$ cat config.mk
export PLATFORM = sky130hd
export DESIGN_NAME = seven_seg_scanner
export DESIGN_NICKNAME = d
export VERILOG_FILES = /design/src/rtl/seg_pkg.sv /design/src/rtl/seven_seg_scanner_hex_to_seg.sv /design/src/rtl/seven_seg_scanner.sv
export SDC_FILE = /design/constraint.sdc
export NUM_CORES = 1
export LEC_CHECK = 0
export BUFFER_PORTS_ARGS = -buffer_cell sky130_fd_sc_hd__buf_2
export CORE_MARGIN = 5
export CORE_UTILIZATION = 44
export CTS_CLUSTER_DIAMETER = 150
export CTS_CLUSTER_SIZE = 25
export DETAILED_ROUTE_END_ITERATION = 8
export PLACE_DENSITY = 0.75
export SYNTH_ARGS = -nofsm -noshare
export SYNTH_HDL_FRONTEND = slang
export SYNTH_SLANG_ARGS = --single-unit
export TNS_END_PERCENT = 100
$ cat constraint.sdc
create_clock -name clk -period 6.56 [get_ports clk]
set_input_delay 0.656 -clock clk [delete_from_list [all_inputs] [get_ports clk]]
set_output_delay 0.656 -clock clk [all_outputs]
set_load 0.02 [all_outputs]
$ cat src/rtl/seg_pkg.sv
// seg_pkg: shared seven-segment encodings and display geometry
package seg_pkg;
    localparam int DIGITS = 4;
    localparam logic [6:0] SEG_0 = 7'b1000000;
    localparam logic [6:0] SEG_1 = 7'b1111001;
    localparam logic [6:0] SEG_2 = 7'b0100100;
    localparam logic [6:0] SEG_3 = 7'b0110000;
    localparam logic [6:0] SEG_4 = 7'b0011001;
    localparam logic [6:0] SEG_5 = 7'b0010010;
    localparam logic [6:0] SEG_6 = 7'b0000010;
    localparam logic [6:0] SEG_7 = 7'b1111000;
    localparam logic [6:0] SEG_8 = 7'b0000000;
    localparam logic [6:0] SEG_9 = 7'b0010000;
    localparam logic [6:0] SEG_A = 7'b0001000;
    localparam logic [6:0] SEG_B = 7'b0000011;
    localparam logic [6:0] SEG_C = 7'b1000110;
    localparam logic [6:0] SEG_D = 7'b0100001;
    localparam logic [6:0] SEG_E = 7'b0000110;
    localparam logic [6:0] SEG_F = 7'b0001110;
    localparam logic [6:0] SEG_BLANK = 7'h7F;
    localparam logic [15:0][6:0] SEG_TABLE = {SEG_F, SEG_E, SEG_D, SEG_C, SEG_B, SEG_A, SEG_9, SEG_8,
                                              SEG_7, SEG_6, SEG_5, SEG_4, SEG_3, SEG_2, SEG_1, SEG_0};
endpackage

$ cat src/rtl/seven_seg_scanner_hex_to_seg.sv
// hex_to_seg: combinational hex nibble to active-low {g..a} segment decoder
module hex_to_seg
    import seg_pkg::*;
(
    input  logic [3:0] hex,
    output logic [6:0] seg
);
    assign seg = SEG_TABLE[hex];
endmodule

$ cat src/rtl/seven_seg_scanner.sv
// seven_seg_scanner: multiplexed 4-digit hex display driver with double-buffered value
module seven_seg_scanner
    import seg_pkg::*;
#(
    parameter int REFRESH_DIV = 100000
) (
    input  logic              clk,
    input  logic              rst,
    input  logic [15:0]       value_in,
    input  logic              value_valid,
    input  logic [DIGITS-1:0] dp_in,
    input  logic              blank_lz,
    output logic [DIGITS-1:0] anode_n,
    output logic [6:0]        cathode_n,
    output logic              dp_n,
    output logic              digit_tick
);
    localparam int CW = $clog2(REFRESH_DIV);
    logic [CW-1:0]     presc;
    logic [1:0]        idx, idx_nxt;
    logic              tick, frame_load, blank;
    logic [15:0]       shadow_val, active_val, active_nxt;
    logic [DIGITS-1:0] shadow_dp, active_dp, active_dp_nxt, zero_from;
    logic [6:0]        seg;

    assign tick          = presc == CW'(REFRESH_DIV - 1);
    assign idx_nxt       = idx + 2'd1;
    assign frame_load    = tick && idx_nxt == 2'd0;
    // a strobe landing on the frame-load edge bypasses the shadow so it is not a frame late
    assign active_nxt    = !frame_load ? active_val : value_valid ? value_in : shadow_val;
    assign active_dp_nxt = !frame_load ? active_dp : value_valid ? dp_in : shadow_dp;
    assign zero_from[3]  = active_nxt[15:12] == 4'd0;
    assign zero_from[2]  = zero_from[3] && active_nxt[11:8] == 4'd0;
    assign zero_from[1]  = zero_from[2] && active_nxt[7:4] == 4'd0;
    assign zero_from[0]  = 1'b0;
    assign blank         = blank_lz && zero_from[idx_nxt];

    hex_to_seg u_dec (
        .hex(active_nxt[{idx_nxt, 2'b00} +: 4]),
        .seg(seg)
    );

    // prescaler wraps at terminal count, which is the digit-advance tick
    always_ff @(posedge clk) begin
        if (rst) presc <= '0;
        else presc <= tick ? '0 : presc + 1'b1;
    end

    // digit index starts at 3 so the first tick lands on digit 0
    always_ff @(posedge clk) begin
        if (rst) idx <= 2'd3;
        else if (tick) idx <= idx_nxt;
    end

    // shadow holds the latest strobed value until the next frame boundary
    always_ff @(posedge clk) begin
        if (rst) begin
            shadow_val <= '0;
            shadow_dp  <= '0;
        end else if (value_valid) begin
            shadow_val <= value_in;
            shadow_dp  <= dp_in;
        end
    end

    // active copy only changes at a frame boundary, so a frame is never torn
    always_ff @(posedge clk) begin
        if (rst) begin
            active_val <= '0;
            active_dp  <= '0;
        end else begin
            active_val <= active_nxt;
            active_dp  <= active_dp_nxt;
        end
    end

    // registered display outputs refreshed once per digit slot
    always_ff @(posedge clk) begin
        if (rst) begin
            anode_n    <= '1;
            cathode_n  <= SEG_BLANK;
            dp_n       <= 1'b1;
            digit_tick <= 1'b0;
        end else begin
            digit_tick <= tick;
            if (tick) begin
                anode_n   <= ~(DIGITS'(1) << idx_nxt);
                cathode_n <= blank ? SEG_BLANK : seg;
                dp_n      <= blank | ~active_dp_nxt[idx_nxt];
            end
        end
    end
endmodule
Yosys cells after proc, flatten, opt, wreduce, memory -nomap -nowiden. Memory sizes are Yosys's and may differ from the RTL's. Index checks and enable logic that the tools add are counted.

Register bits after elaboration: 72. Bits in read-only memories: 112. Bits of input ports: 24. Output and inout port bits: 13. Word-level logic and storage cells: 40. Memories: 1.

Add/subtract/negate cells: 2. Order comparisons: 2. Equal/unequal tests: 1. Shift operators: 2. Muxes and demuxes: 10. Bitwise gates (word level): 3. Reductions and logical operators: 9.

Memories: (name not given) (depth 16, width 7, rd ports 1, clocked after Yosys merged registers in 0, write ports 0, RTL line seven_seg_scanner_hex_to_seg.sv:8) `assign seg = SEG_TABLE[hex];`.

Operators with widths (number): 2-to-1 mux 16 bit (2); adder 17 x 1 -> 17 bit (second input constant) (1); == test 17 bit (second input constant) (1); variable part select 16 x 5 -> 4 bit (1); 2-to-1 mux 7 bit (2); logical NOT 4 bit (3); 2-to-1 mux 4 bit (2); < comparator 4 x 5 -> 1 bit (second input constant) (1); binary-select mux 1 bit (select 2 bit) (2); logical AND 1 bit (4); inverter 4 bit (1); left shift 1 x 2 -> 4 bit (first input constant) (1); < comparator 2 x 3 -> 1 bit (second input constant) (1); adder 2 x 1 -> 2 bit (second input constant) (1); logical NOT 2 bit (1); 2-to-1 mux 1 bit (2); OR reduction 2 bit (1); inverter 1 bit (1); bitwise OR 1 bit (1).

Logic depth before layout (Yosys ltp).
Word-level depth: 11. Depth in mapped cells: 14. Mapped depth without buffers: 12.

Cells and area by module. From an unflattened synthesis, not the netlist that was laid out.

Cell total of the unflattened synthesis: 375. Area, all modules: 3385.7 µm².

By module, submodules not included: seven_seg_scanner (instances 1, cells an instance 340, area each 3114.2 µm², seq. area each 1441.4 µm²); hex_to_seg (instances 1, cells an instance 35, area each 271.5 µm², seq. area each 0.0 µm²).

Worst setup path before layout. No wires, ideal clock.

Kind: input -> register. Start: input port value_valid. End: register cathode_n[3]. Setup time: 0.117 ns. Arrival: 3.085 ns. Data required time: 6.443 ns. Path slack: 3.359 ns. Cell stages on the path: 8. Path buffers: 2. Path through: buf_2 > buf_2 > mux2_2 > mux4_1 > mux2_2 > ha_1 > mux4_2 > o22a_1.

Word-level cells in the longest chain between the ends: 9. Elaborated cells on any way between the ends: 14. Those cells by class: shift (1); mux (6); reduce/logical (6); memory (1).

RTL lines: from (decl) (RTL line seven_seg_scanner.sv:10) `input logic value_valid,`; 2-to-1 mux 16 bit (*); 2-to-1 mux 16 bit (*) (RTL line seven_seg_scanner.sv:30) `assign active_nxt = !frame_load ? active_val : value_valid ? value_in : shadow_val;`; parallel branches: the longest is 6 deep, another holds memory (16 x 7 bit); 2-to-1 mux 7 bit (*) (RTL line seven_seg_scanner.sv:88) `cathode_n <= blank ? SEG_BLANK : seg;`; to (signal assigned) (RTL line seven_seg_scanner.sv:88); to (decl) (RTL line seven_seg_scanner.sv:14) `output logic [6:0] cathode_n,`.

Mark *: on every way between the ends. The select of a mux whose other input is x is not followed. A chain may end at the register's enable or synchronous reset.

Final worst setup path.
Start: register presc[0]. End: register cathode_n[3].

Word-level cells in the longest chain between the ends: 10. Elaborated cells on any way between the ends: 15. Those cells by class: eq/ne (1); shift (1); mux (5); reduce/logical (7); memory (1).

RTL lines: from (decl) (RTL line seven_seg_scanner.sv:19) `logic [CW-1:0] presc;`; from (signal assigned) (RTL line seven_seg_scanner.sv:46) `else presc <= tick ? '0 : presc + 1'b1;`; == test 17 bit (*) (RTL line seven_seg_scanner.sv:26) `assign tick = presc == CW'(REFRESH_DIV - 1);`; parallel branches: the longest is 9 deep, another holds memory (16 x 7 bit).

Marks and branches as above.

==> flow_metrics.env <==
export IMPL_r2r_start="presc[0]"
export IMPL_clk_latency_ns=0.36
export IMPL_dr_total_vias=2560
export IMPL_yosys_warnings=0
export IMPL_arrival_ns=3.86
export IMPL_critPathTopFamily="multiplexers"
export IMPL_fp_dieH_um=97.6
export IMPL_die_w_um=97.6
export IMPL_core_area_mm2=0.00761
export IMPL_synth_avg_cell_area_um2=9.45
export IMPL_start_util_pct=44.4
export IMPL_hold_violations=0
export IMPL_ctsResizeCount=0
export IMPL_clkTransAtPathRegs_ns=0.08
export IMPL_grt_pass1_wl_um=12000
export IMPL_netlist_instances=357
export IMPL_ys_types=47
export IMPL_clock_root_buffer="clkbuf_8"
export IMPL_setup_viol=0
export IMPL_worst_pin_slew_ns=0.893
export IMPL_powerDensity_mw_per_mm2=213
export IMPL_avgViaCountPerCell=5.17
export IMPL_worstPathCellList="ha_1 -> and4_1 -> nand4_2 -> or2_1 -> buf_4 -> mux2i_1 -> mux4_2 -> ha_1 -> inv_1 -> mux4_2 -> o22a_1"
export IMPL_nNetsFinal=422
export IMPL_worstHoldPathCells=1
export IMPL_layout_commonest_cell="nor2_1"
export IMPL_avgRoutedWirePerCell_um=13.8
export IMPL_finClkSkew_ns=0.0114
export IMPL_timing_worst_setup_path_type="flip-flop to flip-flop"
export IMPL_synth_fa_ha_area_share_pct=3.71
export IMPL_finalCritPeriodShare_pct=54.9
export IMPL_drv_cap=0
export IMPL_power_leakage_nw=1.61
export IMPL_ant_nets=0
export IMPL_min_to="anode_n[1]"
export IMPL_multi_input_area_mm2=0.00178
export IMPL_clkSinkCount=72
export IMPL_slew_headroom_pct=40.5
export IMPL_routabilityCongestion=0.816
export IMPL_synthMuxAreaShare_pct=16.9
export IMPL_reg2reg_slack_ns=2.96
export IMPL_die_area_mm2=0.00952
export IMPL_dpl_hpwl_um=4840
export IMPL_tns_ns=0
export IMPL_antennaDiodeCount=0
export IMPL_worstPathBufferInverterCount=2
export IMPL_portBuffers=36
export IMPL_grtUsageTotal_pct=15.4
export IMPL_numCtsBuffers=9
export IMPL_crit_path_end_kind="flip-flop"
export IMPL_overflow=0
export IMPL_drt_iter0_drc=180
export IMPL_drv_slew=0
export IMPL_ys_ff_latch=72
export IMPL_fin_cells=495
export IMPL_timing_rr_end="cathode_n[3]"
export IMPL_dr_pass1_iters=4
export IMPL_fmax_ghz=0.278
export IMPL_outcome="completed"
export IMPL_hold_buffers=0
export IMPL_hold_class="flip-flop to flip-flop"
export IMPL_wirelength_um=6830
export IMPL_yosys_area_share_simple_pct=19.1
export IMPL_synthesis_nets=391
export IMPL_htreeDepth=3
export IMPL_worstPathMaxFanout=44
export IMPL_synth_xor_area_share_pct=4.41
export IMPL_start_kind="flip-flop"
export IMPL_drc=0
export IMPL_syn_area_mm2=0.00337
export IMPL_slowest_delay_ns=0.55
export IMPL_syn_to_final_growth_pct=12.0
export IMPL_rows=32
export IMPL_drive_gt1_share_pct=19.1
export IMPL_critPathRequiredTime_ns=6.82
export IMPL_post_cts_buffers=0
export IMPL_synth_top_family_by_area="simple AND/OR/NAND/NOR gates"
export IMPL_min_period_ns=3.60
export IMPL_cts_path_max_buffers=2
export IMPL_yosysSeqAreaShare_pct=42.7
export IMPL_place_inst=479
export IMPL_seqCellArea_mm2=0.00144
export IMPL_rsz0062_at_grt="no"
export IMPL_ir_drop_v=0.000114
export IMPL_reg2regPathDepth=11
export IMPL_synth_compound_gate_area_share_pct=8.53
export IMPL_antenna_found_initial=0
export IMPL_timing_hold_ws_ns=0.464
export IMPL_cpMaxStageDelayCell="mux4_2"
export IMPL_grt_max_degree=51
export IMPL_grt_pass1_vias=2546
export IMPL_ioPinCount=37
export IMPL_cts_tree="built"
export IMPL_most_common_layout_cells="nor2_1 (80), dfxtp_1 (72), buf_2 (36), a21oi_1 (21), mux2i_1 (20)"
export IMPL_hold_start="anode_n[1]"
export IMPL_nFillCells=722
==> cells in the mapped netlist, drive strengths merged <==
| library cell | instances | area [um2] |
|---|---|---|
| nor2 | 80 | 300 |
| dfxtp | 72 | 1440 |
| mux2i | 22 | 245 |
| a21oi | 21 | 105 |
| inv | 19 | 71.3 |
| xnor2 | 11 | 96.3 |
| ha | 10 | 125 |
| mux2 | 10 | 116 |
| buf | 9 | 53.8 |
| mux4 | 9 | 210 |
| nand2 | 9 | 33.8 |
| clkbuf | 8 | 30.0 |
| nor2b | 8 | 50.1 |
| nor3 | 8 | 40.0 |
| nand4 | 6 | 43.8 |
| nor4 | 6 | 37.5 |
| xor2 | 6 | 52.6 |
| nand3 | 5 | 25.0 |
| o21ai | 5 | 25.0 |
| a211o | 4 | 35.0 |
| and3 | 3 | 18.8 |
| nand2b | 3 | 18.8 |
| o22a | 3 | 26.3 |
| o32a | 3 | 30.0 |
| a211oi | 2 | 15.0 |
| and4bb | 2 | 25.0 |
| nor4b | 2 | 23.8 |
| a21boi | 1 | 7.51 |
| a21o | 1 | 7.51 |
| a22oi | 1 | 7.51 |
| a311oi | 1 | 8.76 |
| a31oi | 1 | 6.26 |
| and2 | 1 | 6.26 |
| and4 | 1 | 8.76 |
| o211ai | 1 | 7.51 |
| o22ai | 1 | 6.26 |
| or2 | 1 | 6.26 |
| or3 | 1 | 6.26 |
==> routing by layer <==
layer  GRT usage, %  routed length, um  vias to the layer above
li1               -                  -                     1287
met1           19.5               3200                     1216
met2           24.6               3190                       47
met3           4.88                334                       10
met4           5.64                 97                        0
met5              0                  0                        -
==> cell families after synthesis <==
family / after synthesis
mux: 41
simple gates: 136
xor+xnor: 17
compound gates: 45
buf+inv: 36
flops: 72
fa+ha+maj: 10
==> state kept, by name, indices dropped and copies added (netlist names) <==
| signal | flops |
|---|---|
| active_dp | 4 |
| dp_n | 1 |
| anode_n | 4 |
| active_val | 16 |
| shadow_dp | 4 |
| cathode_n | 7 |
| idx | 2 |
| presc | 17 |
| shadow_val | 16 |
| digit_tick | 1 |
==> layout make-up <==
cell class | count | area share (%)
Clock buffer | 10 | 3.38
Clock inverter | 6 | 1.19
Inverter | 19 | 1.89
Multi-Input combinational cell | 249 | 47.1
Sequential cell | 72 | 38.1
Tap cell | 102 | 3.38
Timing Repair Buffer | 37 | 4.97
==> through the flow <==
stage | setup slack [ns] | util [%] | total power [W] | instance area, um2
3_3_place_gp | 3.07 | 47.4 | 0.000503 | 3610
3_5_place_dp | 2.95 | 47.4 | 0.000505 | 3610
2_1_floorplan | 3.36 | - | 0.000490 | 3370
5_1_grt | 2.64 | 49.7 | 0.000840 | 3780
6_report | 2.96 | 49.7 | 0.000807 | 3780
4_1_cts | 2.94 | 49.7 | 0.000817 | 3780
==> worst register-to-register path, stage by stage (launching register included) <==
cell and delay (ns):
dfxtp_1 0.37, ha_1 0.21, and4_1 0.27, nand4_2 0.34, or2_1 0.33, buf_4 0.27, mux2i_1 0.19, mux4_2 0.55
ha_1 0.33, inv_1 0.05, mux4_2 0.44, o22a_1 0.17
==> worst max path at each step <==
stage	from	to	slack, ns	depth (start not counted)
after floorplan	value_valid	cathode_n[3]	3.36	8
after global placement	presc[0]	cathode_n[3]	3.07	11
after detailed placement	presc[0]	cathode_n[3]	2.95	11
after CTS	presc[0]	cathode_n[3]	2.94	11
after global routing	presc[0]	cathode_n[0]	2.64	12
final	presc[0]	cathode_n[3]	2.96	11
==> where the power goes <==
group | internal [W] | switching (W) | total (W)
clock | 0.000138 | 0.000174 | 0.000312
combinational | 0.0000195 | 0.0000261 | 0.0000456
sequential | 0.000445 | 0.00000357 | 0.000449
No activity file was read; power rests on OpenSTA's default activity.
